===== src/rtl/rescale_arbiter_if.sv =====
`default_nettype none
// ============================================================================
// Module      : rescale_arbiter_if
// Description : Request and result handshake bundle for rescale_arbiter.
//               slave  - design side (accepts requests, produces results)
//               master - environment side (issues requests, consumes results)
//   req_valid [NUM_REQ]     per-requester request valid
//   req_data  [32*NUM_REQ]  signed 32-bit accumulators, requester i at [32*i+:32]
//   req_ready [NUM_REQ]     one-hot-or-zero accept strobe
//   out_valid / out_data[8] / out_id / out_ready   result handshake
// Revision    : 1.0 - initial release
// ============================================================================
interface rescale_arbiter_if #(
  parameter int NUM_REQ = 4
) ();
  localparam int c_idw = $clog2(NUM_REQ);

  logic [NUM_REQ-1:0]    req_valid;
  logic [32*NUM_REQ-1:0] req_data;
  logic [NUM_REQ-1:0]    req_ready;
  logic                  out_valid;
  logic [7:0]            out_data;
  logic [c_idw-1:0]      out_id;
  logic                  out_ready;

  modport slave (
    input  req_valid, req_data, out_ready,
    output req_ready, out_valid, out_data, out_id
  );

  modport master (
    output req_valid, req_data, out_ready,
    input  req_ready, out_valid, out_data, out_id
  );
endinterface
`default_nettype wire


===== src/rtl/rescale_arbiter.sv =====
`default_nettype none
// ============================================================================
// Module      : rescale_arbiter
// Description : Round-robin arbiter in front of a shared two-stage
//               rescale (arithmetic right shift) + ReLU/saturate-to-127 path.
//               Each requester owns a 5-bit shift register (RST_SHIFT reset).
//   clk, rst_b         clock, asynchronous active-low reset
//   bus (slave)        request / result handshake (see rescale_arbiter_if)
//   cfg_we/idx/shift   shift-register write port (out-of-range idx ignored)
//   busy               any pipeline stage holds valid data
// Options     : define RESCALE_ROUND_EN for round-half-up before shifting;
//               otherwise results are truncated (floor).
// Revision    : 1.0 - initial release
// ============================================================================
module rescale_arbiter #(
  parameter int NUM_REQ   = 4,
  parameter int RST_SHIFT = 11
) (
  input  logic                       clk,
  input  logic                       rst_b,
  rescale_arbiter_if.slave           bus,
  input  logic                       cfg_we,
  input  logic [$clog2(NUM_REQ)-1:0] cfg_idx,
  input  logic [4:0]                 cfg_shift,
  output logic                       busy
);
  localparam int c_idw = $clog2(NUM_REQ);

  // Registered state
  logic [c_idw-1:0] ptr_q, ptr_d;
  logic [4:0]       shift_q [NUM_REQ];
  logic [4:0]       shift_d [NUM_REQ];
  logic             s1_valid_q, s1_valid_d;
  logic [31:0]      s1_data_q, s1_data_d;
  logic [c_idw-1:0] s1_id_q, s1_id_d;
  logic [4:0]       s1_shift_q, s1_shift_d;
  logic             out_valid_q, out_valid_d;
  logic [7:0]       out_data_q, out_data_d;
  logic [c_idw-1:0] out_id_q, out_id_d;

  // Combinational
  logic               w_found;
  logic [c_idw-1:0]   w_grant_id;
  logic [c_idw-1:0]   w_idx;
  logic [31:0]        w_grant_data;
  logic               w_s2_free, w_s1_adv, w_s1_free, w_accept;
  logic [NUM_REQ-1:0] w_req_ready;
  logic signed [32:0] w_data_ext, w_sum, w_res;
  logic [7:0]         w_sat;
`ifdef RESCALE_ROUND_EN
  logic signed [32:0] w_round;
`endif

  assign w_s2_free = !out_valid_q || bus.out_ready;
  assign w_s1_adv  = s1_valid_q && w_s2_free;
  assign w_s1_free = !s1_valid_q || w_s1_adv;
  // Gating with rst_b keeps req_ready low for the whole reset window.
  assign w_accept  = rst_b && w_found && w_s1_free;

  // Round-robin search: walk downwards so the candidate closest to ptr wins.
  always_comb begin
    w_found    = 1'b0;
    w_grant_id = '0;
    w_idx      = '0;
    for (int k = NUM_REQ - 1; k >= 0; k--) begin
      w_idx = c_idw'((int'(ptr_q) + k) % NUM_REQ);
      if (bus.req_valid[w_idx]) begin
        w_found    = 1'b1;
        w_grant_id = w_idx;
      end
    end
  end

  always_comb begin
    w_grant_data = '0;
    w_req_ready  = '0;
    for (int i = 0; i < NUM_REQ; i++) begin
      if (w_grant_id == c_idw'(i)) begin
        w_grant_data   = bus.req_data[32*i +: 32];
        w_req_ready[i] = w_accept;
      end
    end
  end

  // Rescale in 33 bits so the rounding increment cannot overflow.
  always_comb begin
    w_data_ext = {s1_data_q[31], s1_data_q};
`ifdef RESCALE_ROUND_EN
    w_round = (s1_shift_q == 5'd0) ? 33'sd0 : (33'sd1 <<< (s1_shift_q - 5'd1));
    w_sum   = w_data_ext + w_round;
`else
    w_sum   = w_data_ext;
`endif
    w_res = w_sum >>> s1_shift_q;
    if (w_res < 33'sd0) begin
      w_sat = 8'd0;
    end else if (w_res > 33'sd127) begin
      w_sat = 8'd127;
    end else begin
      w_sat = w_res[7:0];
    end
  end

  always_comb begin
    ptr_d       = ptr_q;
    shift_d     = shift_q;
    s1_valid_d  = s1_valid_q;
    s1_data_d   = s1_data_q;
    s1_id_d     = s1_id_q;
    s1_shift_d  = s1_shift_q;
    out_valid_d = out_valid_q;
    out_data_d  = out_data_q;
    out_id_d    = out_id_q;

    // Comparing against each legal index naturally ignores out-of-range idx.
    for (int i = 0; i < NUM_REQ; i++) begin
      if (cfg_we && (cfg_idx == c_idw'(i))) begin
        shift_d[i] = cfg_shift;
      end
    end

    if (w_s2_free) begin
      out_valid_d = s1_valid_q;
      if (s1_valid_q) begin
        out_data_d = w_sat;
        out_id_d   = s1_id_q;
      end
    end

    if (w_accept) begin
      s1_valid_d = 1'b1;
      s1_data_d  = w_grant_data;
      s1_id_d    = w_grant_id;
      // shift_q, not shift_d: a same-cycle write only affects later requests.
      s1_shift_d = shift_q[w_grant_id];
      ptr_d      = (w_grant_id == c_idw'(NUM_REQ - 1)) ? '0 : w_grant_id + 1'b1;
    end else if (w_s1_adv) begin
      s1_valid_d = 1'b0;
    end
  end

  always_ff @(posedge clk or negedge rst_b) begin
    if (!rst_b) begin
      ptr_q <= '0;
      for (int i = 0; i < NUM_REQ; i++) begin
        shift_q[i] <= 5'(RST_SHIFT);
      end
      s1_valid_q  <= 1'b0;
      s1_data_q   <= '0;
      s1_id_q     <= '0;
      s1_shift_q  <= '0;
      out_valid_q <= 1'b0;
      out_data_q  <= '0;
      out_id_q    <= '0;
    end else begin
      ptr_q       <= ptr_d;
      shift_q     <= shift_d;
      s1_valid_q  <= s1_valid_d;
      s1_data_q   <= s1_data_d;
      s1_id_q     <= s1_id_d;
      s1_shift_q  <= s1_shift_d;
      out_valid_q <= out_valid_d;
      out_data_q  <= out_data_d;
      out_id_q    <= out_id_d;
    end
  end

  assign bus.req_ready = w_req_ready;
  assign bus.out_valid = out_valid_q;
  assign bus.out_data  = out_data_q;
  assign bus.out_id    = out_id_q;
  assign busy          = s1_valid_q || out_valid_q;
endmodule
`default_nettype wire


===== src/flat_wrapper.sv =====
// flat-port wrapper written by rule: the top's interface ports become plain ports
module rescale_arbiter_flat 
#(
  parameter int NUM_REQ   = 4,
  parameter int RST_SHIFT = 11
)
  (clk, rst_b, cfg_we, cfg_idx, cfg_shift, busy, bus_req_valid, bus_req_data, bus_out_ready, bus_req_ready, bus_out_valid, bus_out_data, bus_out_id);
  rescale_arbiter_if #(.NUM_REQ(NUM_REQ)) bus_i ();
  input  logic clk;
  input  logic rst_b;
  input  logic cfg_we;
  input  logic [$clog2(NUM_REQ)-1:0] cfg_idx;
  input  logic [4:0] cfg_shift;
  output logic busy;
  input wire logic [$bits(bus_i.req_valid)-1:0] bus_req_valid;
  input wire logic [$bits(bus_i.req_data)-1:0] bus_req_data;
  input wire logic [$bits(bus_i.out_ready)-1:0] bus_out_ready;
  output wire logic [$bits(bus_i.req_ready)-1:0] bus_req_ready;
  output wire logic [$bits(bus_i.out_valid)-1:0] bus_out_valid;
  output wire logic [$bits(bus_i.out_data)-1:0] bus_out_data;
  output wire logic [$bits(bus_i.out_id)-1:0] bus_out_id;
  assign bus_i.req_valid = bus_req_valid;
  assign bus_i.req_data = bus_req_data;
  assign bus_i.out_ready = bus_out_ready;
  assign bus_req_ready = bus_i.req_ready;
  assign bus_out_valid = bus_i.out_valid;
  assign bus_out_data = bus_i.out_data;
  assign bus_out_id = bus_i.out_id;
  rescale_arbiter #(.NUM_REQ(NUM_REQ), .RST_SHIFT(RST_SHIFT)) u_core (.clk(clk), .rst_b(rst_b), .bus(bus_i), .cfg_we(cfg_we), .cfg_idx(cfg_idx), .cfg_shift(cfg_shift), .busy(busy));
endmodule

===== config.mk =====
export PLATFORM = sky130hd
export DESIGN_NAME = rescale_arbiter_flat
export DESIGN_NICKNAME = d
export VERILOG_FILES = /design/src/rtl/rescale_arbiter_if.sv /design/src/rtl/rescale_arbiter.sv /design/src/flat_wrapper.sv
export SDC_FILE = /design/constraint.sdc
export NUM_CORES = 1
export LEC_CHECK = 0
export ABC_AREA = 1
export ABC_CLOCK_PERIOD_IN_PS = 4000
export BUFFER_PORTS_ARGS = -buffer_cell sky130_fd_sc_hd__buf_4
export CAP_MARGIN = 20
export CORE_MARGIN = 2
export CORE_UTILIZATION = 54
export CTS_BUF_LIST = sky130_fd_sc_hd__clkbuf_8
export DETAILED_ROUTE_END_ITERATION = 8
export GPL_ROUTABILITY_DRIVEN = 1
export HOLD_SLACK_MARGIN = 0.1
export PLACE_DENSITY = 0.8
export SLEW_MARGIN = 40
export SYNTH_ARGS = -nofsm -noshare
export SYNTH_HDL_FRONTEND = slang
export SYNTH_SLANG_ARGS = --single-unit

===== constraint.sdc =====
create_clock -name clk -period 4 [get_ports clk]
set_clock_uncertainty 0.15 [all_clocks]
set_input_delay 0.4 -clock clk [delete_from_list [all_inputs] [get_ports clk]]
set_output_delay 0.4 -clock clk [all_outputs]
set_load 0.05 [all_outputs]

* After elaboration in Yosys (flattened, before gate mapping) *
Cells that the tools add are included.

storage, ports and cells
  flip-flop bits (word level) = 73
  input port bits = 143

cells by class
  multiplexer cells = 32
  reduce and logical (&&, ||, !) cells = 16
  equal/unequal tests = 6
  add/subtract/negate cells = 4
  order comparisons = 7
  bitwise logic cells = 1
  shift-type cells = 1

operators with widths
  operator             count
  $mux 32              4
  $gt 33x8->1 const B  1
  $lt 33x1->1 const B  1
  $sshr 32x5->33       1
  $mux 8               2
  $mux 1               14
  $lt 2x3->1 const B   4
  $bmux 5 s2           1
  $mux 2               5
  $mux 5               2
  $bmux 1 s2           4
  $eq 2x2->1 const B   4
  $logic_and 1x1->1    7
  $add 2x1->2 const B  2
  $add 2x2->2 const B  2
  $eq 2x1->1 const B   2
  $logic_not 2->1      2
  $ge 3x3->1 const B   1
  $logic_or 1x1->1     3
  $not 2->3            1
  $logic_not 1->1      2
  $reduce_and 2->1     1
  $reduce_bool 2->1    1

* Depth between registers and ports, before layout *
  word-level depth = 12
  gate-level depth with buffers = 20
  depth with buffers taken out = 18

* Worst setup path after synthesis *
No wires, ideal clock.

  path type = register to output
  start point = register u_core.ptr_q[0]
  end point = output bus_req_ready[2]
  required time = 3.450 ns
  buffers on the path = 3
  data arrival time = 2.653 ns
  setup slack = 0.797 ns
  cell stages (with the launch flop) = 16
  path through = dfrtp_1 -> buf_6 -> o21ai_2 -> nand2_1 -> o21ai_1 -> inv_1 -> nand2_1 -> nand2_1 -> nand2_2 -> nand2_2 -> buf_6 -> inv_2 -> ha_1 -> clkinv_1 -> clkbuf_1 -> nor2_1

between the ends
  elaborated cells between the ends (all ways) = 23
  those cells by class = add/sub: 3; eq/ne: 1; mux: 17; reduce/logical: 2

RTL lines
  element                       line                    source
  from (decl)                   rescale_arbiter.sv:30   logic [c_idw-1:0] ptr_q, ptr_d;
  from (signal assigned)        rescale_arbiter.sv:156  ptr_q <= ptr_d;
  $add 2x2->2                   rescale_arbiter.sv:66   w_idx = c_idw'((int'(ptr_q) + k) % NUM_REQ);
  $bmux 1 s2                    rescale_arbiter.sv:67   if (bus.req_valid[w_idx]) begin
  $mux 1 (not written as such)  rescale_arbiter.sv:67
  $mux 2 (3 in a row)           rescale_arbiter.sv:67
  $mux 2 *                      rescale_arbiter.sv:67
  net u_core.w_grant_id[0]      rescale_arbiter.sv:43   logic [c_idw-1:0] w_grant_id;
  $eq 2x2->1 *                  rescale_arbiter.sv:78   if (w_grant_id == c_idw'(i)) begin
  $mux 1 *                      rescale_arbiter.sv:78
  to (decl)                     flat_wrapper.sv:18      output wire logic [$bits(bus_i.req_ready)-1:0] bus_req_ready;

The timed path passes the listed nets; every way through them passes the cells marked *. The select of a mux whose other input is x is not followed.

* Worst setup path after layout *
  start point = register u_core.ptr_q[0]
  end point = output bus_req_ready[1]

between the ends
  elaborated cells between the ends (all ways) = 23
  those cells by class = add/sub: 3; eq/ne: 1; mux: 17; reduce/logical: 2

RTL lines
  element                       line
  $add 2x2->2                   rescale_arbiter.sv:66
  $bmux 1 s2                    rescale_arbiter.sv:67
  $mux 1 (not written as such)  rescale_arbiter.sv:67
  $mux 2 (3 in a row)           rescale_arbiter.sv:67
  $mux 2 *                      rescale_arbiter.sv:67
  net u_core.w_grant_id[1]      rescale_arbiter.sv:43
  $eq 2x1->1 *                  rescale_arbiter.sv:78
  $mux 1 *                      rescale_arbiter.sv:78

Marked as above.

==> flow_metrics.py <==
metrics = {
    "setup_path": {
        "cp_num_cells": 12,
        "end_kind": "output pin",
        "r2r_cells": 13,
        "cpMostUsedCell": "inv_1",
        "r2r_end": "u_core.s1_data_q[25]",
        "critPathBufInv": 5,
        "cpPeakStageDelay_ns": 0.53,
        "crit_path_top_delay_cell": "dfrtp_1",
        "r2r_slack_ns": 0.76,
        "path_class": "reg2out",
        "reg2reg_from": "u_core.ptr_q[0]",
        "critPathRequiredTime_ns": 3.45,
        "cp.arrival_ns": 3.05,
        "crit_family": "buffers and inverters",
        "start_kind": "flop",
        "path_max_fanout": 33,
        "crit_chain": "o21ai_0, o21ai_1, inv_1, nand2_1, nor2_1, o21ai_4, inv_1, ha_1, buf_4, inv_1, nor2_1, buf_4",
    },
    "clock_tree": {
        "cts_buffer_depth": 2,
        "htreeDepth": 3,
        "clock_latency_ns": 0.36,
        "clkTransAtPathRegs_ns": 0.09,
        "cts_sinks": 73,
        "cts_tree": "yes",
        "cts_inserted_buffers": 9,
        "clock-root-buffer": "clkbuf_8",
        "cts_resized": 0,
    },
    "synth": {
        "synth-compound-area-share": 0.2067,
        "synth-async-reset-ratio": 1.000,
        "synthTopCellsByArea": "dfrtp_1 (28%), nand2_1 (18%), nand3_1 (11%)",
        "synthAdderAreaFrac": 0.009155,
        "synth_top_family_by_area": "simple AND/OR/NAND/NOR gates",
        "netlist_instances": 790,
        "synth_xor_area_frac": 0.001602,
        "yosys-mux-area-fraction": 0.003891,
        "postSynthAreaPerCell_um2": 6.920,
        "syn-num-nets": 937,
        "yosysWarnings": 0,
        "yosysTopAreaCell": "dfrtp_1",
        "yosysSeqAreaShare": 0.3369,
        "synth-seq-cells": 73,
        "synth-edff-count": 0,
        "netlist.area_leader.share": 0.2792,
        "syn_area_mm2": 0.005466,
        "ys.flop_type": "dfrtp_1",
        "synthSimpleGateAreaFrac": 0.3605,
        "synth_cell_types": 40,
    },
    "timing": {
        "worstMarginPinSlew_ns": 0.6894,
        "drv_slew": 0,
        "max_freq_ghz": 0.2777,
        "tns_ns": 0,
        "timing.final.crit_share": 0.9003,
        "maxSlewHeadroom": 0.5397,
        "final_hold_viol_count": 0,
        "layout_min_cycle_time_ns": 3.601,
        "fin_ws_ns": 0.3988,
        "setup_viol": 0,
        "rsz0062_at_grt": "no",
    },
    "run": {
        "max_cap_violations": 0,
    },
    "placement": {
        "dpl.hpwl_mm": 13.34,
        "io_buffers": 158,
        "placed_cell_area_mm2": 0.006629,
        "pre_cts_ws_ns": 0.8112,
        "place.gp.congestion": 0.9294,
    },
    "final_layout": {
        "drive_above_1_share": 0.2557,
        "area_growth_syn_to_layout_pct": 25.27,
        "n_antenna_cell": 0,
        "final_area_mm2": 0.006848,
        "layout_commonest_cell": "nand2_1",
        "layout_common_cells": "nand2_1 (261), buf_4 (167), nand3_1 (117), nor2_1 (64), dfrtp_1 (61)",
        "nNetsFinal": 1069,
    },
    "die": {
        "ios": 159,
        "initial_utilization": 0.5567,
        "die_w_um": 104.6,
        "rows": 36,
        "die_area_mm2": 0.01094,
        "dieHeight_um": 104.6,
        "coreArea_mm2": 0.009819,
    },
    "hold_path": {
        "hold_path_depth": 3,
        "min_delay_worst_endpoint": "u_core.s1_data_q[30]",
        "hp-class": "in2reg",
        "min_from": "bus_req_data[126]",
    },
    "route": {
        "firstDrtPassIters": 7,
        "wl_per_cell_um": 16.44,
        "avgViaCountPerCell": 5.864,
        "vias": 6216,
        "drtAntennaViolNets": 0,
        "drc_errors": 0,
        "routed_wl_mm": 17.43,
        "drt_iter0_drc": 546,
    },
    "grt": {
        "grt_usage": 0.3214,
        "grt_overflow": 0,
        "antenna_found_initial": 0,
        "grt_max_degree": 74,
        "grt_pass1_vias": 5814,
        "grt_pass1_wl_mm": 28.74,
    },
    "outcome": {
        "status": "finished clean",
    },
    "power_and_ir_drop": {
        "peakVddDrop_uv": 466.5,
        "powerDensity_mw_per_mm2": 932.0,
        "leakage_nw": 3.304,
    },
}
## cells in the mapped netlist, types with 2 or more instances
cell      instances
a31oi_1           2
nor2_1           65
o221ai_1         12
a21oi_1          15
buf_4             4
inv_2             6
o21ai_1           7
or2_2             5
nand3b_1          2
o21ai_2           3
dfstp_2          12
nand2_1         261
nand3_1         117
o311ai_2         10
ha_1              4
nor2_2            3
nand2_2           6
o211ai_1          8
inv_1            39
clkbuf_1         18
o311ai_1         12
dfrtp_1          61
buf_2            19
o311ai_0          3
buf_6             7
a22oi_1           7
nand3_2           3
o21ai_0          43
a221oi_1         25
## registers in the layout (all words and copies together), names as in the netlist
name	flops
u_core.s1_shift_q	5
u_core.bus.out_id	2
u_core.bus.out_valid	1
u_core.s1_valid_q	1
u_core.ptr_q	2
u_core.shift_q	20
u_core.s1_data_q	32
u_core.bus.out_data	8
u_core.s1_id_q	2
## kinds of logic after synthesis
family                     after synthesis
xor gates and xnor gates                 1
muxes                                    2
buffers and inverters                   94
DFF                                     73
and+or+nand+nor                        466
AOI/OAI and AO/OA                      150
adders and majority gates                4
## through the flow
| stage | std cells | util | hold slack [ns] | total power, mW |
|---|---|---|---|---|
| detailed placement | 1043 | 0.6751 | 0.3177 | 5.710 |
| CTS | 1060 | 0.6974 | 0.1005 | 6.338 |
| finish | 1060 | 0.6974 | 0.1057 | 6.382 |
| global placement | 1043 | 0.6747 | 0.3130 | 5.613 |
| floorplan | 790 | - | -0.04559 | 4.673 |
| global route | 1060 | 0.6974 | 0.1062 | 6.948 |
## how the worst max path moves through the flow
stage | end | start
6_report | bus_req_ready[1] | u_core.ptr_q[0]
3_3_place_gp | bus_req_ready[2] | u_core.ptr_q[0]
2_1_floorplan | bus_req_ready[2] | u_core.ptr_q[0]
5_1_grt | bus_req_ready[2] | u_core.ptr_q[0]
4_1_cts | bus_req_ready[2] | u_core.ptr_q[0]
3_5_place_dp | u_core.s1_data_q[25] | u_core.ptr_q[0]
## tightest hold or removal path, delay by kind of cell
kind	cells	cell delay, ns
compound gates	1	0.06
buf+inv	1	0.07
simple gates	1	0.04
## power by group
| part | switching (mW) | internal [mW] | total (mW) |
|---|---|---|---|
| Sequential | 0.264 | 1.04 | 1.30 |
| Combinational | 2.94 | 1.52 | 4.46 |
| Clock | 0.320 | 0.301 | 0.621 |
| Total | 3.52 | 2.86 | 6.38 |
## final cells by class
type	count	area (um2)
flip-flops and latches	73	1842
repair buffers	169	1275
clock buffers	9	123.9
fillers	878	2972
multi-input cells	623	3183
clock inverters	7	85.08
inverters	46	172.7
well taps	133	166.4
## routing by layer
metal	track usage	routed length (um)	part of all wire	vias up
li1	-	-	-	2983
met1	0.4403	7326	0.42	2874
met2	0.5191	8124	0.47	325
met3	0.06238	1610	0.092	34
met4	0.09238	366	0.021	0
met5	0	0	0	-
## repair_timing
action / 4_1_cts / 5_1_grt
hold buffers: 1 / 0
setup buffers: 0 / 0
hold endpoints to repair: 61 / 0
(Power assumes the default switching activity.)
